`config.mk`:
```
export PLATFORM = sky130hd
export DESIGN_NAME = imm_extend_stage
export DESIGN_NICKNAME = d
export VERILOG_FILES = /design/src/rtl/imm_extend_stage_pkg.sv /design/src/rtl/imm_extend_stage_decode.sv /design/src/rtl/imm_extend_stage.sv
export SDC_FILE = /design/constraint.sdc
export NUM_CORES = 1
export LEC_CHECK = 0
export ABC_CLOCK_PERIOD_IN_PS = 2700
export CORE_MARGIN = 4
export CORE_UTILIZATION = 38
export DETAILED_ROUTE_END_ITERATION = 6
export HOLD_SLACK_MARGIN = 0.06
export PLACE_DENSITY = 0.75
export SETUP_SLACK_MARGIN = 0.5
export SLEW_MARGIN = 20
export SYNTH_ARGS = -nofsm -noshare
export SYNTH_HDL_FRONTEND = slang
export SYNTH_SLANG_ARGS = --single-unit
```
`constraint.sdc`:
```
create_clock -name clk -period 2.7 [get_ports clk]
set_input_delay 0.675 -clock clk [delete_from_list [all_inputs] [get_ports clk]]
set_output_delay 0.675 -clock clk [all_outputs]
set_load 0.02 [all_outputs]
```
`src/rtl/imm_extend_stage_pkg.sv`:
```
// Shared immediate-format encodings for the immediate extension stage.
package imm_extend_stage_pkg;

    localparam int unsigned IMM_W = 25;
    localparam int unsigned SRC_W = 3;

    typedef enum logic [SRC_W-1:0] {
        IMM_I       = 3'd0,
        IMM_S       = 3'd1,
        IMM_B       = 3'd2,
        IMM_J       = 3'd3,
        IMM_U       = 3'd4,
        IMM_Z       = 3'd5,
        IMM_SH      = 3'd6,
        IMM_ILLEGAL = 3'd7
    } imm_src_e;

endpackage

```
`src/rtl/imm_extend_stage_decode.sv`:
```
// Combinational immediate decoder: selects instruction bits per format and extends to XLEN.
module imm_decode
    import imm_extend_stage_pkg::*;
#(
    parameter int unsigned XLEN = 32
) (
    input  logic [IMM_W-1:0] imm,
    input  logic [SRC_W-1:0] imm_src,
    output logic [XLEN-1:0]  value,
    output logic             err
);

    // Format select; signed sources sign-extend through the width cast.
    always_comb begin
        value = '0;
        err   = 1'b0;
        case (imm_src_e'(imm_src))
            IMM_I:  value = XLEN'($signed(imm[24:13]));
            IMM_S:  value = XLEN'($signed({imm[24:18], imm[4:0]}));
            IMM_B:  value = XLEN'($signed({imm[24], imm[0], imm[23:18], imm[4:1], 1'b0}));
            IMM_J:  value = XLEN'($signed({imm[24], imm[12:5], imm[13], imm[23:14], 1'b0}));
            IMM_U:  value = XLEN'($signed({imm[24:5], 12'b0}));
            IMM_Z:  value = XLEN'(imm[12:8]);
            IMM_SH: begin
                if (XLEN == 32) begin
                    value = XLEN'(imm[17:13]);
                end else begin
                    value = XLEN'(imm[18:13]);
                end
            end
            default: begin
                value = '0;
                err   = 1'b1;
            end
        endcase
    end

endmodule

```
`src/rtl/imm_extend_stage.sv`:
```
// Immediate extension stage: decode followed by a 2-entry skid buffer.
module imm_extend_stage
    import imm_extend_stage_pkg::*;
#(
    parameter int unsigned XLEN  = 32,
    parameter int unsigned TAG_W = 5
) (
    input  logic             clk,
    input  logic             rst,
    input  logic             flush,
    input  logic             in_valid,
    output logic             in_ready,
    input  logic [IMM_W-1:0] imm,
    input  logic [SRC_W-1:0] imm_src,
    input  logic [TAG_W-1:0] in_tag,
    output logic             out_valid,
    input  logic             out_ready,
    output logic [XLEN-1:0]  out_imm,
    output logic [TAG_W-1:0] out_tag,
    output logic             out_err
);

    typedef enum logic [1:0] {
        ST_EMPTY = 2'd0,
        ST_ONE   = 2'd1,
        ST_FULL  = 2'd2
    } state_e;

    state_e            state_q;
    state_e            state_d;
    logic [XLEN-1:0]   dec_imm;
    logic              dec_err;
    logic [XLEN-1:0]   skid_imm;
    logic [TAG_W-1:0]  skid_tag;
    logic              skid_err;
    logic              in_xfer;
    logic              out_xfer;
    logic              load_out_in;
    logic              load_out_skid;
    logic              load_skid;

    imm_decode #(
        .XLEN (XLEN)
    ) u_decode (
        .imm     (imm),
        .imm_src (imm_src),
        .value   (dec_imm),
        .err     (dec_err)
    );

    assign in_xfer  = in_valid & in_ready;
    assign out_xfer = out_valid & out_ready;

    // Next state and register load enables; flush overrides any transfer.
    always_comb begin
        state_d       = state_q;
        load_out_in   = 1'b0;
        load_out_skid = 1'b0;
        load_skid     = 1'b0;
        case (state_q)
            ST_EMPTY: begin
                if (in_xfer) begin
                    state_d     = ST_ONE;
                    load_out_in = 1'b1;
                end
            end
            ST_ONE: begin
                if (in_xfer && out_xfer) begin
                    load_out_in = 1'b1;
                end else if (in_xfer) begin
                    state_d   = ST_FULL;
                    load_skid = 1'b1;
                end else if (out_xfer) begin
                    state_d = ST_EMPTY;
                end
            end
            ST_FULL: begin
                if (out_xfer) begin
                    state_d       = ST_ONE;
                    load_out_skid = 1'b1;
                end
            end
            default: state_d = ST_EMPTY;
        endcase
        if (flush) begin
            state_d       = ST_EMPTY;
            load_out_in   = 1'b0;
            load_out_skid = 1'b0;
            load_skid     = 1'b0;
        end
    end

    // State register with handshake flags derived from the next state.
    always_ff @(posedge clk or posedge rst) begin
        if (rst) begin
            state_q   <= ST_EMPTY;
            in_ready  <= 1'b1;
            out_valid <= 1'b0;
        end else begin
            state_q   <= state_d;
            in_ready  <= (state_d != ST_FULL);
            out_valid <= (state_d != ST_EMPTY);
        end
    end

    // Output and skid payload registers.
    always_ff @(posedge clk or posedge rst) begin
        if (rst) begin
            out_imm  <= '0;
            out_tag  <= '0;
            out_err  <= 1'b0;
            skid_imm <= '0;
            skid_tag <= '0;
            skid_err <= 1'b0;
        end else begin
            if (load_out_in) begin
                out_imm <= dec_imm;
                out_tag <= in_tag;
                out_err <= dec_err;
            end else if (load_out_skid) begin
                out_imm <= skid_imm;
                out_tag <= skid_tag;
                out_err <= skid_err;
            end
            if (load_skid) begin
                skid_imm <= dec_imm;
                skid_tag <= in_tag;
                skid_err <= dec_err;
            end
        end
    end

endmodule

```
Yosys cells after proc, flatten, opt, wreduce, memory -nomap -nowiden
Cells that the tools add are included.
{ "word_totals": {"regBits": 80, "input_bits": 38, "output_inout_bits": 40, "word_cells": 51} }
{ "op_classes": {"bitwise_logic": 2, "n_reduce_logical": 6, "eq_ne": 9, "n_mux": 25} }
{ "op_table": {"columns": ["cell", "count"], "rows": [
  ["32-bit one-hot mux with 7 select lines", 1],
  ["32-bit two-way mux", 2],
  ["1-bit two-way mux", 12],
  ["2-bit two-way mux", 6],
  ["5-bit two-way mux", 2],
  ["3-bit equality test, second input constant", 3],
  ["7-bit OR reduction", 1],
  ["3-bit by 2-bit equality test with 1-bit output, second input constant", 2],
  ["2-bit one-hot mux with 3 select lines", 1],
  ["2-bit nonzero test", 2],
  ["3-bit by 1-bit equality test with 1-bit output, second input constant", 1],
  ["3-bit logical NOT", 1],
  ["1-bit bitwise AND", 2],
  ["2-bit by 1-bit equality test with 1-bit output, second input constant", 1],
  ["2-bit equality test, second input constant", 1],
  ["2-bit logical NOT", 1],
  ["2-bit != test, second input constant", 1],
  ["1-bit one-hot mux with 2 select lines", 1],
  ["1-bit logical AND", 1]
]} }

Longest topological paths before layout
Gate-level depths: netlist of the first run.
{ "depth": {"ltp_word": 7, "depth_mapped": 6, "ltp_nobuf": 4} }

By module
Synthesis of the first run repeated with hierarchy kept, for this count alone.
{ "hier_totals": {"cells_unflattened": 403, "hier_area_um2": 4272.8} }
{ "by_module_without_submodules": {"columns": ["module", "instances", "area_per_inst_um2", "seq_area_each_um2", "cells_per_inst"], "rows": [
  ["imm_extend_stage", 1, 3682.3, 2003.2, 321],
  ["imm_decode", 1, 590.6, 0.0, 82]
]} }

Worst setup path before layout of the first run
Ideal clock, no wire load.
{ "synth_timing": {"path_kind": "input port to flip-flop", "startpoint": "input flush", "endpoint": "register out_imm[30]", "path_buffers": 2, "setup_time_ns": 0.126, "t_required_ns": 2.574, "stages": 6, "t_arrival_ns": 1.735, "path_slack_ns": 0.839, "path_cell_list": "and4bb_1 > nor2b_1 > buf_4 > nor2_1 > buf_2 > a221o_1"} }
{ "synth_via": {"elab_chain_cells": 2, "elab_cells_between_ends": 4, "classes_between": "3 x mux; 1 x reduce/logical"} }
{ "synth_rtl": {"columns": ["element", "line", "text"], "rows": [
  ["start, declared", "imm_extend_stage.sv:10", "input logic flush,"],
  ["1-bit two-way mux", "imm_extend_stage.sv:85", "if (flush) begin"],
  ["32-bit two-way mux / 2-bit nonzero test (equally long branches)", null, null],
  ["end signal, assigned", "imm_extend_stage.sv:117", "out_imm <= dec_imm;"],
  ["end signal, assigned", "imm_extend_stage.sv:121", "out_imm <= skid_imm;"],
  ["end, declared", "imm_extend_stage.sv:18", "output logic [XLEN-1:0] out_imm,"]
]} }
Several ways; a longest one is shown, not always the timed one.
A chain may end at the register's enable or synchronous reset.

Final worst setup path of the first run
{ "layout_timing": {"startpoint": "register out_valid", "endpoint": "output out_valid"} }
{ "layout_rtl": {"columns": ["element", "line", "text"], "rows": [
  ["start, declared", "imm_extend_stage.sv:16", "output logic out_valid,"],
  ["start signal, assigned", "imm_extend_stage.sv:102", "out_valid <= (state_d != ST_EMPTY);"]
]} }
No word-level cell between the ends.

==> results of run 1 <==
metrics by stage:
| step | setup TNS (ns) | setup slack (ns) |
|---|---|---|
| final | 0 | 0.5438 |
| after global routing | 0 | 0.5012 |
| after CTS | 0 | 0.5556 |
| after detailed placement | 0 | 0.01414 |
| after global placement | -2.411 | -0.2181 |
| after floorplan | 0 | 0.8387 |
sequential cells by signal, indices dropped and copies added, names as in the netlist:
signal	flops
skid_tag	5
out_tag	5
in_ready	1
skid_imm	32
out_err	1
skid_err	1
out_imm	32
out_valid	1
state_q	2
kinds of logic (layout without fill, tap and decap cells):
logic type | after synthesis | count (layout)
AOI/OAI and AO/OA | 125 | 125
and+or+nand+nor | 123 | 123
DFF | 80 | 80
buffers and inverters | 26 | 113
muxes | 11 | 11
xor gates and xnor gates | 1 | 1
timing repair:
action,in CTS,in global routing
hold buffers,0,0
resized for setup,3,1
endpoints found under the setup margin,21,12
endpoints found under the hold margin,0,0
area by class of cell:
type                            count  area share [%]
Clock buffer                       11           2.897
Clock inverter                      5           2.128
Inverter                            1          0.1538
Multi-Input combinational cell    260           30.94
Sequential cell                    80           41.04
Tap cell                          129           3.307
Timing Repair Buffer               96           19.53
cell usage after synthesis:
library cell  count
a221oi_1          2
and3b_1           1
a221o_1          10
xor2_1            1
o2bb2ai_1         6
nor3_1            1
nand3_1           1
a211o_1           1
mux2_1            1
nand2_1          74
clkbuf_1         12
nand2b_1          8
a21oi_1          42
o21ai_0          21
nor3b_1           1
and4bb_1          1
nor2b_1           6
a22o_1            5
mux2i_1           6
dfrtp_1          79
buf_2            12
buf_4             1
nor4b_1           1
or3_1             1
a32oi_1           4
nor2_1           25
dfstp_2           1
and2_1            2
a211oi_1          1
mux2_2            4
a21bo_2           1
a21o_1           11
a22oi_1          12
o21bai_1          1
o21ai_1           3
inv_1             1
a21boi_2          1
a2bb2oi_1         4
and4b_1           1
worst min-delay path by stage:
| stage | from | end | slack (ns) | cells after the start |
|---|---|---|---|---|
| after floorplan | skid_imm[0] | skid_imm[0] | 0.45 | 2 |
| after global placement | skid_tag[4] | skid_tag[4] | 0.46 | 2 |
| after detailed placement | skid_tag[2] | skid_tag[2] | 0.46 | 2 |
| after CTS | skid_imm[11] | skid_imm[11] | 0.48 | 2 |
| after global routing | skid_tag[3] | skid_tag[3] | 0.51 | 2 |
| final | skid_tag[4] | skid_tag[4] | 0.48 | 2 |
metal layers:
metal / global-route usage, % / share of wire, % / vias to the layer above
met5: 0 / 0 / -
met2: 27.91 / 47 / 92
met4: 7.031 / 1.8 / 0
met1: 24.23 / 45 / 1523
met3: 3.919 / 6.5 / 16
li1: - / - / 1461
where the power goes:
part	internal, mW	switching, mW
Sequential	1.54	0.198
Combinational	0.529	0.538
Clock	0.640	0.433
Total	2.71	1.17
==> flow_summary.json, run 1 <==
{
  "tightestPinTransition_ns": 0.6764,
  "post-synth-top-area-cell": "dfrtp_1",
  "cp.depth": 1,
  "fin_util_pct": 52.82,
  "whs_ns": 0.4832,
  "drive_above_1_share_pct": 10.15,
  "startpoint": "out_valid",
  "power_density_nw_per_um2": 793.9,
  "die_w_um": 105.5,
  "synth_top_area_share_pct": 54.73,
  "pin_count": 78,
  "p_leak_nw": 2.205,
  "final_area_um2": 4881,
  "status": "complete, no violations",
  "synthMuxAreaShare_pct": 3.221,
  "drt_iter0_drc": 131,
  "cts.sink_count": 80,
  "crit_fanout": 6,
  "root_buffer": "clkbuf_8",
  "startpoint_type": "register",
  "synth_cell_type_count": 39,
  "rsz0062_at_grt": "no",
  "post_dp_cell_area_um2": 4626,
  "io_buffers": 77,
  "numCtsBuffers": 9,
  "drv_cap": 0,
  "avgRoutedWirePerCell_um": 16.40,
  "cts_setup_buffers": 0,
  "hold_path_class": "register to register",
  "slew_viol_final": 0,
  "initial_core_util_pct": 39.09,
  "grt_max_degree": 46,
  "synthesis.area_um2": 3612,
  "rows": 35,
  "slowest_stage": "clkdlybuf4s50_1",
  "required_ns": 2.03,
  "netlist_top_cells_area": "dfrtp_1, nand2_1, a21oi_1, o21ai_0, a221o_1",
  "globalRouteTotalUtil_pct": 17.86,
  "syn_area_per_cell_um2": 9.869,
  "num_vias": 3092,
  "final_cells": 582,
  "dp_cells": 566,
  "synth_top_family_by_area": "compound AO/OA/AOI/OAI gates",
  "fmax_ghz": 0.4638,
  "cts.path.max_buffers": 2,
  "slowest_delay_ns": 0.65,
  "synth_fp_nets": 404,
  "min_period_over_period_pct": 79.86,
  "period_minus_slack_ns": 2.156,
  "seq_area_um2": 2003,
  "reg2reg_to": "out_imm[28]",
  "drc_errors": 0,
  "area.growth.synth_to_final_pct": 35.12,
  "nets": 486,
  "fillers": 840,
  "grt_pass1_wl_um": 16010,
  "synth_cells": 366,
  "reg2reg_depth": 6,
  "post-dp-hpwl_um": 6539,
  "path_cells": "clkdlybuf4s50_1",
  "yosys.area_share.simple_pct": 14.83,
  "grt_antenna_before_repair": 0,
  "layout_common_cells": "dfrtp_1, clkdlybuf4s50_1, nand2_1, a21oi_1, nor2_1",
  "final_common_cell": "dfrtp_1",
  "fin_skew_ns": 0.008700,
  "hold_viol_final": 0,
  "routed_wl_um": 9543,
  "synth_xor_area_share_pct": 0.2425,
  "multi_input_area_um2": 1510,
  "synthAdderAreaFrac_pct": 0,
  "critPathTopFamily": "buffers and inverters",
  "h-tree-depth": 3,
  "end_kind": "output port",
  "place_congestion": 0.8378,
  "viasPerCell": 5.313,
  "crit_type": "register to output port",
  "ys_seq_area_share_pct": 55.46,
  "die_area_um2": 11130,
  "rrSetupSlack_ns": 0.94,
  "cp.buffers_inverters": 1,
  "antenna_left": 0,
  "die_h_um": 105.5,
  "power_mw": 3.875,
  "grt_pass1_vias": 3101,
  "core-area_um2": 9240,
  "path_clk_slew_ns": 0.08,
  "synth_compound_area_share_pct": 23.03,
  "ir_drop_mv": 0.3316,
  "cts_tree": "built",
  "rr_startpoint": "out_valid",
  "cp.arrival_ns": 1.48,
  "clk_latency_ns": 0.36,
  "finalSetupViolCount": 0,
  "yosys_warnings": 0,
  "ys_ff_latch": 80,
  "antenna_cells": 0,
  "first_pass_iters": 4,
  "slew_headroom_pct": 54.81,
  "grt_overflow": 0,
  "cp-endpoint": "out_valid"
}
Power figures use the tool's default switching activity.
==> run 2: changes to the inputs <==
--- a/config.mk
+++ b/config.mk
@@ -5,12 +5,12 @@
 export SDC_FILE = /design/constraint.sdc
 export NUM_CORES = 1
 export LEC_CHECK = 0
-export ABC_CLOCK_PERIOD_IN_PS = 2700
+export ABC_CLOCK_PERIOD_IN_PS = 2150
 export CORE_MARGIN = 4
 export CORE_UTILIZATION = 38
 export DETAILED_ROUTE_END_ITERATION = 6
 export HOLD_SLACK_MARGIN = 0.06
-export PLACE_DENSITY = 0.75
+export PLACE_DENSITY = 0.73
 export SETUP_SLACK_MARGIN = 0.5
 export SLEW_MARGIN = 20
 export SYNTH_ARGS = -nofsm -noshare
==> constraint.sdc (replaced) <==
create_clock -name clk -period 2.15 [get_ports clk]
set_input_delay 0.5375 -clock clk [delete_from_list [all_inputs] [get_ports clk]]
set_output_delay 0.5375 -clock clk [all_outputs]
set_load 0.02 [all_outputs]
==> run 2 against run 1 <==
Net effect:
- clock-buffer cell count stayed put
- power is 25% higher
- sequential cell count stayed put
- first-iteration DRC count is 42% higher
- die area stayed put
- sequential power is 24% higher
- highest routed layer unchanged
- global-route usage is 0.092 points higher
==> flow_summary.json, run 2 (synthesis results as in run 1) <==
{
  "min_period_over_period_pct": 76.43,
  "hold_viol_final": 0,
  "end_kind": "register",
  "cp.arrival_ns": 1.86,
  "cp-endpoint": "out_imm[23]",
  "pin_count": 78,
  "root_buffer": "clkbuf_8",
  "die_w_um": 105.5,
  "grt_max_degree": 81,
  "slew_viol_final": 0,
  "initial_core_util_pct": 39.09,
  "startpoint": "imm[24]",
  "startpoint_type": "input port",
  "routed_wl_um": 10070,
  "place_congestion": 0.8465,
  "die_area_um2": 11130,
  "required_ns": 2.37,
  "cts.sink_count": 80,
  "cts.path.max_buffers": 2,
  "grt_pass1_wl_um": 16080,
  "rrSetupSlack_ns": 0.53,
  "rr_startpoint": "in_ready",
  "drv_cap": 0,
  "finalSetupViolCount": 0,
  "antenna_left": 0,
  "antenna_cells": 0,
  "grt_antenna_before_repair": 0,
  "tightestPinTransition_ns": 0.4255,
  "status": "complete, no violations",
  "period_minus_slack_ns": 1.643,
  "cts_hold_buffers": 0,
  "final_cells": 605,
  "drt_iter0_drc": 186,
  "ir_drop_mv": 0.4135,
  "core-area_um2": 9240,
  "cts_tree": "built",
  "num_vias": 3236,
  "path_clk_slew_ns": 0.08,
  "crit_fanout": 7,
  "p_clk_share_pct": 27.7,
  "power_mw": 4.826,
  "hold_path_class": "register to register",
  "slew_headroom_pct": 71.63,
  "numCtsBuffers": 9,
  "rsz0062_at_grt": "yes",
  "net-switching-power_mw": 1.487,
  "grt_overflow": 0,
  "dp_cells": 581,
  "rows": 35,
  "first_pass_iters": 6,
  "combPwrFrac_pct": 27.5,
  "fin_skew_ns": 0.008393,
  "p_leak_nw": 2.483,
  "area.growth.synth_to_final_pct": 44.82,
  "power_density_nw_per_um2": 922.6,
  "fmax_ghz": 0.6085,
  "crit_type": "input port to register",
  "reg2reg_to": "out_imm[18]",
  "die_h_um": 105.5,
  "nets": 509,
  "io_buffers": 77,
  "drc_errors": 0,
  "layout_common_cells": "dfrtp_1, nand2_1, dlygate4sd2_1, a21oi_1, clkdlybuf4s50_1",
  "avgRoutedWirePerCell_um": 16.64,
  "h-tree-depth": 3,
  "switching_share_pct": 30.80,
  "final_common_cell": "dfrtp_1",
  "viasPerCell": 5.349,
  "drive_above_1_share_pct": 20.59,
  "post-dp-hpwl_um": 6750,
  "reg_top3": "out_imm: 32 flops, skid_imm: 32 flops",
  "reg2reg_depth": 6,
  "grt_pass1_vias": 3204,
  "internal_power_mw": 3.340,
  "clk_latency_ns": 0.34,
  "globalRouteTotalUtil_pct": 17.95,
  "power_frac_seq_pct": 44.8
}
[run 2: cell types whose count changed in the layout (fill, tap and decap cells not counted), moves of 5 or more]
cell             before  now
buf_4                15   28
buf_12                3    8
a22oi_2               0    7
a21oi_2               0    6
dlygate4sd2_1         1   39
a22oi_1              12    5
clkdlybuf4s50_1      76   31
a21oi_1              42   36
[run 2: cell type report]
type                       count  area (µm²)
inverter                       1       7.507
sequential                    80        2006
clock inverter                 5       103.9
timing repair buffer         119        1174
clock buffer                  11       141.4
fill                         793        4009
tap                          129       161.4
multi-input combinational    260        1638
[run 2: worst min path at each step]
stage / start / endpoint / slack (ns) / depth (start not counted)
6_report: out_tag[3] / out_tag[3] / 0.48 / 1
5_1_grt: out_ready / state_q[1] / 0.49 / 2
4_1_cts: out_imm[6] / out_imm[6] / 0.48 / 1
3_5_place_dp: skid_imm[0] / skid_imm[0] / 0.46 / 2
3_3_place_gp: skid_tag[3] / skid_tag[3] / 0.46 / 2
2_1_floorplan: skid_imm[0] / skid_imm[0] / 0.45 / 2
[run 2: power by group through the flow]
| stage | Clock [mW] | Combinational (mW) | Sequential [mW] |
|---|---|---|---|
| after detailed placement | 0 | 1.38 | 2.19 |
| after floorplan | 0 | 0.528 | 2.37 |
| final | 1.34 | 1.33 | 2.16 |
| after global routing | 1.43 | 1.45 | 2.21 |
| after CTS | 1.37 | 1.29 | 2.16 |
| after global placement | 0 | 1.35 | 2.18 |
[run 2: stage by stage]
| stage | setup WS [ns] | util (%) | hold slack, ns | TNS (ns) | instance area, µm² |
|---|---|---|---|---|---|
| floorplan | 0.4249 | - | 0.4460 | 0 | 3625 |
| global placement | -0.2359 | 51.82 | 0.4578 | -4.373 | 4788 |
| detailed placement | -0.3265 | 51.82 | 0.4628 | -5.991 | 4788 |
| CTS | 0.4916 | 54.72 | 0.4813 | 0 | 5056 |
| global route | 0.4606 | 56.61 | 0.4894 | 0 | 5231 |
| finish | 0.5066 | 56.61 | 0.4762 | 0 | 5231 |
[run 2: critical path: stages]
cell and delay [ns]:
clkdlybuf4s50_1 0.47, nor2b_4 0.17, buf_4 0.17, a21oi_2 0.16
nor2_1 0.07, a221o_1 0.28
[run 2: per-layer routing]
metal	global-route usage (%)	wire (µm)
met3	4.164	668
met4	6.105	151
met1	23.69	4364
met2	29.14	4881
met5	0	0
[run 2: timing repair]
action,CTS,global route
setup endpoints to repair,116,63
pin swaps,5,2
cloned,0,2
endpoints found under the hold margin,0,0
resized for setup,67,33
setup buffers,3,3
